**config.mk**
```make
export PLATFORM = sky130hd
export DESIGN_NAME = pipeline_hazard_ctrl_flat
export DESIGN_NICKNAME = d
export VERILOG_FILES = /design/src/rtl/pipeline_hazard_ctrl_if.sv /design/src/rtl/pipeline_hazard_ctrl.sv /design/src/flat_wrapper.sv
export SDC_FILE = /design/constraint.sdc
export NUM_CORES = 1
export LEC_CHECK = 0
export ABC_AREA = 1
export CORE_ASPECT_RATIO = 0.7
export CORE_MARGIN = 2
export CORE_UTILIZATION = 45
export CTS_CLUSTER_SIZE = 30
export DETAILED_ROUTE_END_ITERATION = 7
export DONT_BUFFER_PORTS = 1
export HOLD_SLACK_MARGIN = 0.05
export PLACE_DENSITY = 0.63
export SETUP_SLACK_MARGIN = 0.3
export SKIP_LAST_GASP = 1
export SYNTH_ARGS = -nofsm -noshare
export SYNTH_HDL_FRONTEND = slang
export SYNTH_SLANG_ARGS = --single-unit
```
**constraint.sdc**
```tcl
create_clock -name clk -period 2.45 [get_ports clk]
set_input_delay 0.735 -clock clk [delete_from_list [all_inputs] [get_ports clk]]
set_output_delay 0.735 -clock clk [all_outputs]
set_load 0.01 [all_outputs]
```
**src/rtl/pipeline_hazard_ctrl_if.sv**
```systemverilog
// Hazard-control bundle between the pipeline datapath and the stall/flush controller.
// The datapath side (master) raises hazard requests; the controller (slave) returns enables, flushes and stats.
interface pipeline_hazard_ctrl_if #(
    parameter int CNT_W = 32
);
    logic             load_use_stall_flag;
    logic             exe_redirect;
    logic             mem_busy;
    logic             pc_we;
    logic             if_id_we;
    logic             if_id_flush;
    logic             id_exe_flush;
    logic             exe_mem_we;
    logic [CNT_W-1:0] stall_cnt;
    logic [CNT_W-1:0] flush_cnt;
    logic [CNT_W-1:0] memwait_cnt;
    logic             err_timeout;

    modport master (
        output load_use_stall_flag, exe_redirect, mem_busy,
        input  pc_we, if_id_we, if_id_flush, id_exe_flush, exe_mem_we,
        input  stall_cnt, flush_cnt, memwait_cnt, err_timeout
    );

    modport slave (
        input  load_use_stall_flag, exe_redirect, mem_busy,
        output pc_we, if_id_we, if_id_flush, id_exe_flush, exe_mem_we,
        output stall_cnt, flush_cnt, memwait_cnt, err_timeout
    );
endinterface

```
**src/rtl/pipeline_hazard_ctrl.sv**
```systemverilog
// Stall/flush controller for the 5-stage RV32I pipeline, with hazard statistics.
// state     | meaning
// ST_RUN    | normal issue; load-use bubbles and redirects handled in place
// ST_MEM_WAIT | data memory busy last cycle; pipeline frozen until it frees
// ST_FLUSH  | extra IF/ID flush cycles following a redirect
module pipeline_hazard_ctrl #(
    parameter int FLUSH_CYCLES = 2,
    parameter int MEM_TIMEOUT  = 255,
    parameter int CNT_W        = 32
) (
    input  logic                  clk,
    input  logic                  rst_n,
    pipeline_hazard_ctrl_if.slave hz
);
    localparam int WAIT_W = $clog2(MEM_TIMEOUT + 1);
    localparam logic [WAIT_W-1:0] WAIT_MAX   = WAIT_W'(MEM_TIMEOUT);
    localparam logic [2:0]        FLUSH_LOAD = 3'(FLUSH_CYCLES - 1);

    typedef enum logic [1:0] {
        ST_RUN      = 2'd0,
        ST_MEM_WAIT = 2'd1,
        ST_FLUSH    = 2'd2
    } state_t;

    state_t            state, state_nxt;
    logic [2:0]        flush_left, flush_left_nxt;
    logic [WAIT_W-1:0] wait_ctr, wait_ctr_nxt;
    logic              stall_inc, flush_inc, memwait_inc, err_set;

    logic              pc_we, if_id_we, if_id_flush, id_exe_flush, exe_mem_we;
    logic [CNT_W-1:0]  stall_cnt, flush_cnt, memwait_cnt;
    logic              err_timeout;

    always_ff @(posedge clk or negedge rst_n) begin
        if (!rst_n) begin
            state      <= ST_RUN;
            flush_left <= '0;
            wait_ctr   <= '0;
        end else begin
            state      <= state_nxt;
            flush_left <= flush_left_nxt;
            wait_ctr   <= wait_ctr_nxt;
        end
    end

    // One priority chain serves every state: mem_busy, then redirect, then
    // the pending flush, then load-use. MEM_WAIT with memory free behaves as RUN.
    always_comb begin
        state_nxt      = state;
        flush_left_nxt = flush_left;
        wait_ctr_nxt   = wait_ctr;
        pc_we          = 1'b1;
        if_id_we       = 1'b1;
        exe_mem_we     = 1'b1;
        if_id_flush    = 1'b0;
        id_exe_flush   = 1'b0;
        stall_inc      = 1'b0;
        flush_inc      = 1'b0;
        memwait_inc    = rst_n && (state == ST_MEM_WAIT);
        err_set        = 1'b0;

        if (rst_n) begin
            if (hz.mem_busy) begin
                pc_we          = 1'b0;
                if_id_we       = 1'b0;
                exe_mem_we     = 1'b0;
                state_nxt      = ST_MEM_WAIT;
                flush_left_nxt = '0;
                if (state != ST_MEM_WAIT) begin
                    wait_ctr_nxt = WAIT_W'(1);
                end else if (wait_ctr != WAIT_MAX) begin
                    wait_ctr_nxt = wait_ctr + WAIT_W'(1);
                end
                err_set = (wait_ctr_nxt >= WAIT_MAX);
            end else if (hz.exe_redirect) begin
                if_id_flush  = 1'b1;
                id_exe_flush = 1'b1;
                flush_inc    = 1'b1;
                if (FLUSH_CYCLES > 1) begin
                    state_nxt      = ST_FLUSH;
                    flush_left_nxt = FLUSH_LOAD;
                end else begin
                    state_nxt = ST_RUN;
                end
            end else if (state == ST_FLUSH) begin
                if_id_flush    = 1'b1;
                flush_left_nxt = flush_left - 3'd1;
                state_nxt      = (flush_left <= 3'd1) ? ST_RUN : ST_FLUSH;
            end else if (hz.load_use_stall_flag) begin
                pc_we        = 1'b0;
                if_id_we     = 1'b0;
                id_exe_flush = 1'b1;
                stall_inc    = 1'b1;
                state_nxt    = ST_RUN;
            end else begin
                state_nxt = ST_RUN;
            end
        end
    end

    always_ff @(posedge clk or negedge rst_n) begin
        if (!rst_n) begin
            stall_cnt   <= '0;
            flush_cnt   <= '0;
            memwait_cnt <= '0;
            err_timeout <= 1'b0;
        end else begin
            if (stall_inc && (stall_cnt != '1)) begin
                stall_cnt <= stall_cnt + CNT_W'(1);
            end
            if (flush_inc && (flush_cnt != '1)) begin
                flush_cnt <= flush_cnt + CNT_W'(1);
            end
            if (memwait_inc && (memwait_cnt != '1)) begin
                memwait_cnt <= memwait_cnt + CNT_W'(1);
            end
            if (err_set) begin
                err_timeout <= 1'b1;
            end
        end
    end

    assign hz.pc_we        = pc_we;
    assign hz.if_id_we     = if_id_we;
    assign hz.if_id_flush  = if_id_flush;
    assign hz.id_exe_flush = id_exe_flush;
    assign hz.exe_mem_we   = exe_mem_we;
    assign hz.stall_cnt    = stall_cnt;
    assign hz.flush_cnt    = flush_cnt;
    assign hz.memwait_cnt  = memwait_cnt;
    assign hz.err_timeout  = err_timeout;
endmodule

```
**src/flat_wrapper.sv**
```systemverilog
// flat-port wrapper written by rule: the top's interface ports become plain ports
module pipeline_hazard_ctrl_flat 
#(
    parameter int FLUSH_CYCLES = 2,
    parameter int MEM_TIMEOUT  = 255,
    parameter int CNT_W        = 32
)
  (clk, rst_n, hz_load_use_stall_flag, hz_exe_redirect, hz_mem_busy, hz_pc_we, hz_if_id_we, hz_if_id_flush, hz_id_exe_flush, hz_exe_mem_we, hz_stall_cnt, hz_flush_cnt, hz_memwait_cnt, hz_err_timeout);
  pipeline_hazard_ctrl_if #(.CNT_W(CNT_W)) hz_i ();
  input  logic clk;
  input  logic rst_n;
  input wire logic [$bits(hz_i.load_use_stall_flag)-1:0] hz_load_use_stall_flag;
  input wire logic [$bits(hz_i.exe_redirect)-1:0] hz_exe_redirect;
  input wire logic [$bits(hz_i.mem_busy)-1:0] hz_mem_busy;
  output wire logic [$bits(hz_i.pc_we)-1:0] hz_pc_we;
  output wire logic [$bits(hz_i.if_id_we)-1:0] hz_if_id_we;
  output wire logic [$bits(hz_i.if_id_flush)-1:0] hz_if_id_flush;
  output wire logic [$bits(hz_i.id_exe_flush)-1:0] hz_id_exe_flush;
  output wire logic [$bits(hz_i.exe_mem_we)-1:0] hz_exe_mem_we;
  output wire logic [$bits(hz_i.stall_cnt)-1:0] hz_stall_cnt;
  output wire logic [$bits(hz_i.flush_cnt)-1:0] hz_flush_cnt;
  output wire logic [$bits(hz_i.memwait_cnt)-1:0] hz_memwait_cnt;
  output wire logic [$bits(hz_i.err_timeout)-1:0] hz_err_timeout;
  assign hz_i.load_use_stall_flag = hz_load_use_stall_flag;
  assign hz_i.exe_redirect = hz_exe_redirect;
  assign hz_i.mem_busy = hz_mem_busy;
  assign hz_pc_we = hz_i.pc_we;
  assign hz_if_id_we = hz_i.if_id_we;
  assign hz_if_id_flush = hz_i.if_id_flush;
  assign hz_id_exe_flush = hz_i.id_exe_flush;
  assign hz_exe_mem_we = hz_i.exe_mem_we;
  assign hz_stall_cnt = hz_i.stall_cnt;
  assign hz_flush_cnt = hz_i.flush_cnt;
  assign hz_memwait_cnt = hz_i.memwait_cnt;
  assign hz_err_timeout = hz_i.err_timeout;
  pipeline_hazard_ctrl #(.FLUSH_CYCLES(FLUSH_CYCLES), .MEM_TIMEOUT(MEM_TIMEOUT), .CNT_W(CNT_W)) u_core (.clk(clk), .rst_n(rst_n), .hz(hz_i));
endmodule
```
# After elaboration in Yosys (flattened, before gate mapping)
# Cells that the tools add are included.
[word_totals]
inputBits = 5
regBits = 110
elab_cells = 63
output_inout_bits = 102
[op_classes]
magnitude_cmp = 2
n_addsub = 5
eq_ne = 7
n_reduce_logical = 7
muxes = 35
[ops]
columns = ["op", "n"]
rows = [
  ["adder 32 x 1 -> 32 bit (second input constant)", 3],
  ["!= test 32 bit (second input constant)", 3],
  ["two-way mux 8 bit", 4],
  ["two-way mux 1 bit", 24],
  ["two-way mux 3 bit", 3],
  ["adder 8 x 1 -> 8 bit (second input constant)", 1],
  ["greater-or-equal comparator 8 bit (second input constant)", 1],
  ["two-way mux 2 bit", 4],
  ["!= test 8 bit (second input constant)", 1],
  ["logical AND 1 bit", 4],
  ["AND reduction 2 bit", 2],
  ["less-or-equal comparator 3 x 1 -> 1 bit (second input constant)", 1],
  ["nonzero test 3 bit", 1],
  ["subtractor 3 x 1 -> 3 bit (second input constant)", 1],
  ["equality test 2 x 1 -> 1 bit (second input constant)", 1],
  ["equality test 2 bit (second input constant)", 1],
  ["!= test 2 x 1 -> 1 bit (second input constant)", 1],
]

# Logic depth before layout (Yosys ltp)
[logic_depth]
depth_word = 8
mapped_depth = 12
mapped_depth_nobuf = 12

# Least setup slack after synthesis
# OpenSTA, ideal clock, no wires.
[synth_timing]
path_type = "input port to output port"
start = "input hz_exe_redirect"
end = "output hz_pc_we"
arrival_ns = 1.284
setup_slack_ns = 0.431
path_buffers = 1
cell_stages = 7
required_ns = 1.715
path_cell_list = "inv_2 > nand2_1 > inv_2 > nand3_1 > nand2_1 > inv_1 > buf_4"
[synth_between]
elab_chain_cells = 3
[synth_rtl]
columns = ["item", "line_no", "source"]
rows = [
  ["from (decl)", "flat_wrapper.sv:13", "input wire logic [$bits(hz_i.exe_redirect)-1:0] hz_exe_redirect;"],
  ["two-way mux 1 bit (3 in series)", "-", ""],
  ["to (decl)", "flat_wrapper.sv:15", "output wire logic [$bits(hz_i.pc_we)-1:0] hz_pc_we;"],
]
# Every way passes these cells.

# Worst setup path in the final report
[layout_timing]
start = "input rst_n"
end = "output hz_id_exe_flush"
[layout_between]
elab_chain_cells = 1
[layout_rtl]
columns = ["item", "line_no", "source"]
rows = [
  ["from (decl)", "flat_wrapper.sv:11", "input logic rst_n;"],
  ["two-way mux 1 bit", "pipeline_hazard_ctrl.sv:62", "if (rst_n) begin"],
  ["to (decl)", "flat_wrapper.sv:18", "output wire logic [$bits(hz_i.id_exe_flush)-1:0] hz_id_exe_flush;"],
]
# Every way passes these cells.

==> results.yml <==
clock_tree:
  postCtsSetupRepairBufs: 0
  cts_root_buf: "clkbuf_16"
  clock-sinks: 110
  cts_tree: "done"
  path_clk_slew_ns: 0.08
  cts_inserted_buffers: 9
  ctsLongestPathBuffers: 2
  clk_latency_ns: 0.35
  cts_max_level: 3
worst_setup_path:
  critical_path.most_common_cell: "inv_2"
  path_class: "input pin to primary output"
  cp_data_arrival_time_ns: 1.41
  critPathMaxFanout: 106
  start_kind: "input pin"
  crit_chain: "inv_2, nor2_2, inv_2, nor2_8, a31o_2"
  critPathMaxStageDelay_ns: 0.17
  cp-end-kind: "primary output"
  required_ns: 1.71
  cp_slowest_cell: "nor2_8"
synthesis:
  yosys.cell_types.count: 33
  synth.cell_area_um2: 7390
  synth_edf_count: 0
  synth.avg_cell_area_um2: 6.67
  syn_inst: 1108
  synth_flop_cell: "dfrtp_1"
  synthArstFlopShare_pct: 100
  syn_nets: 1119
  synth_seq_cells: 110
  seq_area_frac_synth_pct: 37.3
  yosys_warnings: 0
outcome:
  outcome: "completed"
detailed_routing:
  num_vias: 6614
  via_per_inst: 4.95
  drcViolationCount: 0
  post_drt_wl_per_cell_um: 13.7
  dr.pass1.iters: 5
  ant_nets: 0
  drt_iter0_drc: 553
  wl_um: 18400
timing:
  skew_ns: 0.0115
  max_slew_margin_pct: 68.2
  worst_slew_pin_slew_ns: 0.474
  min_period_ns: 2.14
  fin_tns_setup_ns: 0
  finalMaxSlewViolations: 0
  rsz0062_at_grt: "false"
  fmax_ghz: 0.467
  fin_ws_ns: 0.308
  finalHoldViolations: 0
  post-route-period-util_pct: 87.4
  setup_viol: 0
cells_and_area:
  num-nets-final: 1117
  layout-drive-gt1-share_pct: 7.47
  final.fill_count: 1703
  n_antenna_cell: 0
  finalCoreUtilization_pct: 48.7
  area.growth.synth_to_final_pct: 6.67
  fin_cells: 1336
placed_design:
  portBuffers: 0
  preCtsSetupSlack_ns: 0.356
  place_congestion: 0.880
  dp_cells: 1319
  hpwl_um: 13700
global_route:
  grt_pass1_vias: 5859
  antenna_found_initial: 0
  grt_first_pass_wirelength_um: 30600
  grt_overflow: 0
  grt_max_degree: 115
  grt_usage_pct: 21.5
pwr:
  power-per-cell-area_nw_per_um2: 540
  peakVddDrop_mv: 0.403
  power_leakage_nw: 3.61
floorplan:
  initial_core_util_pct: 45.6
  die_y_um: 111
  dieArea_um2: 17500
  io_pins: 107
  row_count: 39
  die_w_um: 157
  core-area_um2: 16200
hold_path:
  hp-class: "input pin to asynchronous set/reset pin"
job:
  cap_violations: 0
-- timing repair --
| item | in CTS | in global routing |
|---|---|---|
| endpoints found under the hold margin | 0 | 9 |
| gates resized for setup | 0 | 6 |
| hold buffers | 0 | 1 |
| setup endpoints to repair | 0 | 61 |
-- cell usage after synthesis, types with 9 or more instances --
| cell type | n | area share [%] |
|---|---|---|
| o21ai_1 | 10 | 0.68 |
| xnor2_1 | 24 | 2.8 |
| nor3_1 | 24 | 1.6 |
| dfrtp_1 | 110 | 37 |
| nand2_1 | 512 | 26 |
| nor3_2 | 9 | 1.2 |
| nand4_1 | 9 | 0.76 |
| o21ai_0 | 24 | 1.6 |
| nor2_1 | 131 | 6.7 |
| nand3_1 | 49 | 3.3 |
| nand3b_1 | 20 | 2.0 |
| inv_2 | 17 | 0.86 |
| inv_1 | 77 | 3.9 |
| xor2_1 | 24 | 2.8 |
-- cell type report --
cell class / instances / area [µm²] / share of cell area [%]
clock inverters: 6 / 67.6 / 0.857
well taps: 225 / 282 / 3.57
flip-flops and latches: 110 / 2760 / 35.0
repair buffers: 5 / 60.1 / 0.762
multi-input cells: 884 / 4120 / 52.3
clock buffers: 10 / 229 / 2.90
inverters: 96 / 365 / 4.63
-- final timing paths --
check / startpoint / to / slack [ns] / depth (start not counted)
min in group clk: hz_exe_redirect / u_core.flush_left[1]$_DFFE_PN0P_ / 0.50 / 1
worst max register to register: u_core.hz.flush_cnt[0]$_DFFE_PN0P_ / u_core.hz.flush_cnt[15]$_DFFE_PN0P_ / 0.52 / 9
max in group asynchronous: rst_n / u_core.hz.memwait_cnt[13]$_DFFE_PN0P_ / 1.39 / 1
worst min-delay path: rst_n / u_core.hz.flush_cnt[30]$_DFFE_PN0P_ / 0.07 / 0
worst min register to register: u_core.state[1]$_DFFE_PN0P_ / u_core.state[1]$_DFFE_PN0P_ / 0.53 / 2
worst max-delay path: rst_n / hz_id_exe_flush / 0.31 / 5
-- cells by family (layout without fill, tap and decap cells) --
logic type                 count (synthesis)  count (layout)  synth area share [%]
AOI/OAI and AO/OA                         47              47                  3.64
xor gates and xnor gates                  48              48                  5.69
DFF                                      110             110                  37.3
and+or+nand+nor                          783             783                  45.4
adders and majority gates                  6               6                  1.02
buffers and inverters                    114             117                  6.98
-- state kept, by name, indices dropped and copies added (netlist names) --
| register | count |
|---|---|
| u_core.hz.flush_cnt | 32 |
| u_core.hz.memwait_cnt | 32 |
| u_core.hz.stall_cnt | 32 |
| u_core.wait_ctr | 8 |
| u_core.flush_left | 3 |
| u_core.state | 2 |
| u_core.hz.err_timeout | 1 |
-- critical path, delay by kind of cell --
family	cells	cell delay, ns
and+or+nand+nor	2	0.28
buffers and inverters	2	0.16
AOI/OAI and AO/OA	1	0.16
-- power by group --
group	internal, W	switching [W]	leakage, nW
Sequential	0.00195	0.000282	1.50
Clock	0.000801	0.000706	0.139
Combinational	0.000206	0.000305	1.97
Total	0.00296	0.00129	3.61
-- stage by stage --
stage | hold slack [ns] | total power (W) | instance area [µm²]
finish | 0.0743 | 0.00425 | 7880
global route | 0.0498 | 0.00450 | 7880
CTS | 0.0599 | 0.00430 | 7860
detailed placement | 0.443 | 0.00277 | 7560
global placement | 0.443 | 0.00276 | 7560
floorplan | 0.439 | 0.00265 | 7390
-- layout by cell type, fill, tap and decap left out, types with 2 or more instances in the layout --
master,instances
inv_6,2
nand2_4,6
o32ai_1,2
xnor2_1,24
ha_1,5
o21ai_1,10
nor2_4,5
nor2_8,3
o21ai_0,24
dfrtp_2,2
clkinvlp_4,2
clkbuf_16,9
nor2_2,7
nand2_1,512
nor3_1,24
nand2_2,7
nor3_2,9
nand3_1,49
inv_4,2
nor2_1,131
nand3b_1,20
buf_6,2
xor2_1,24
nand4_1,9
a21oi_1,5
inv_1,76
inv_2,18
o22ai_1,2
dfrtp_1,108
-- layer usage --
| layer | global-route usage (%) | up-vias | part of all wire, % |
|---|---|---|---|
| li1 | - | 3451 | - |
| met5 | 0 | - | 0 |
| met1 | 33.4 | 2969 | 52 |
| met3 | 5.71 | 11 | 7.6 |
| met4 | 3.21 | 0 | 0.52 |
| met2 | 30.2 | 183 | 40 |
No activity file was read; power rests on OpenSTA's default activity.
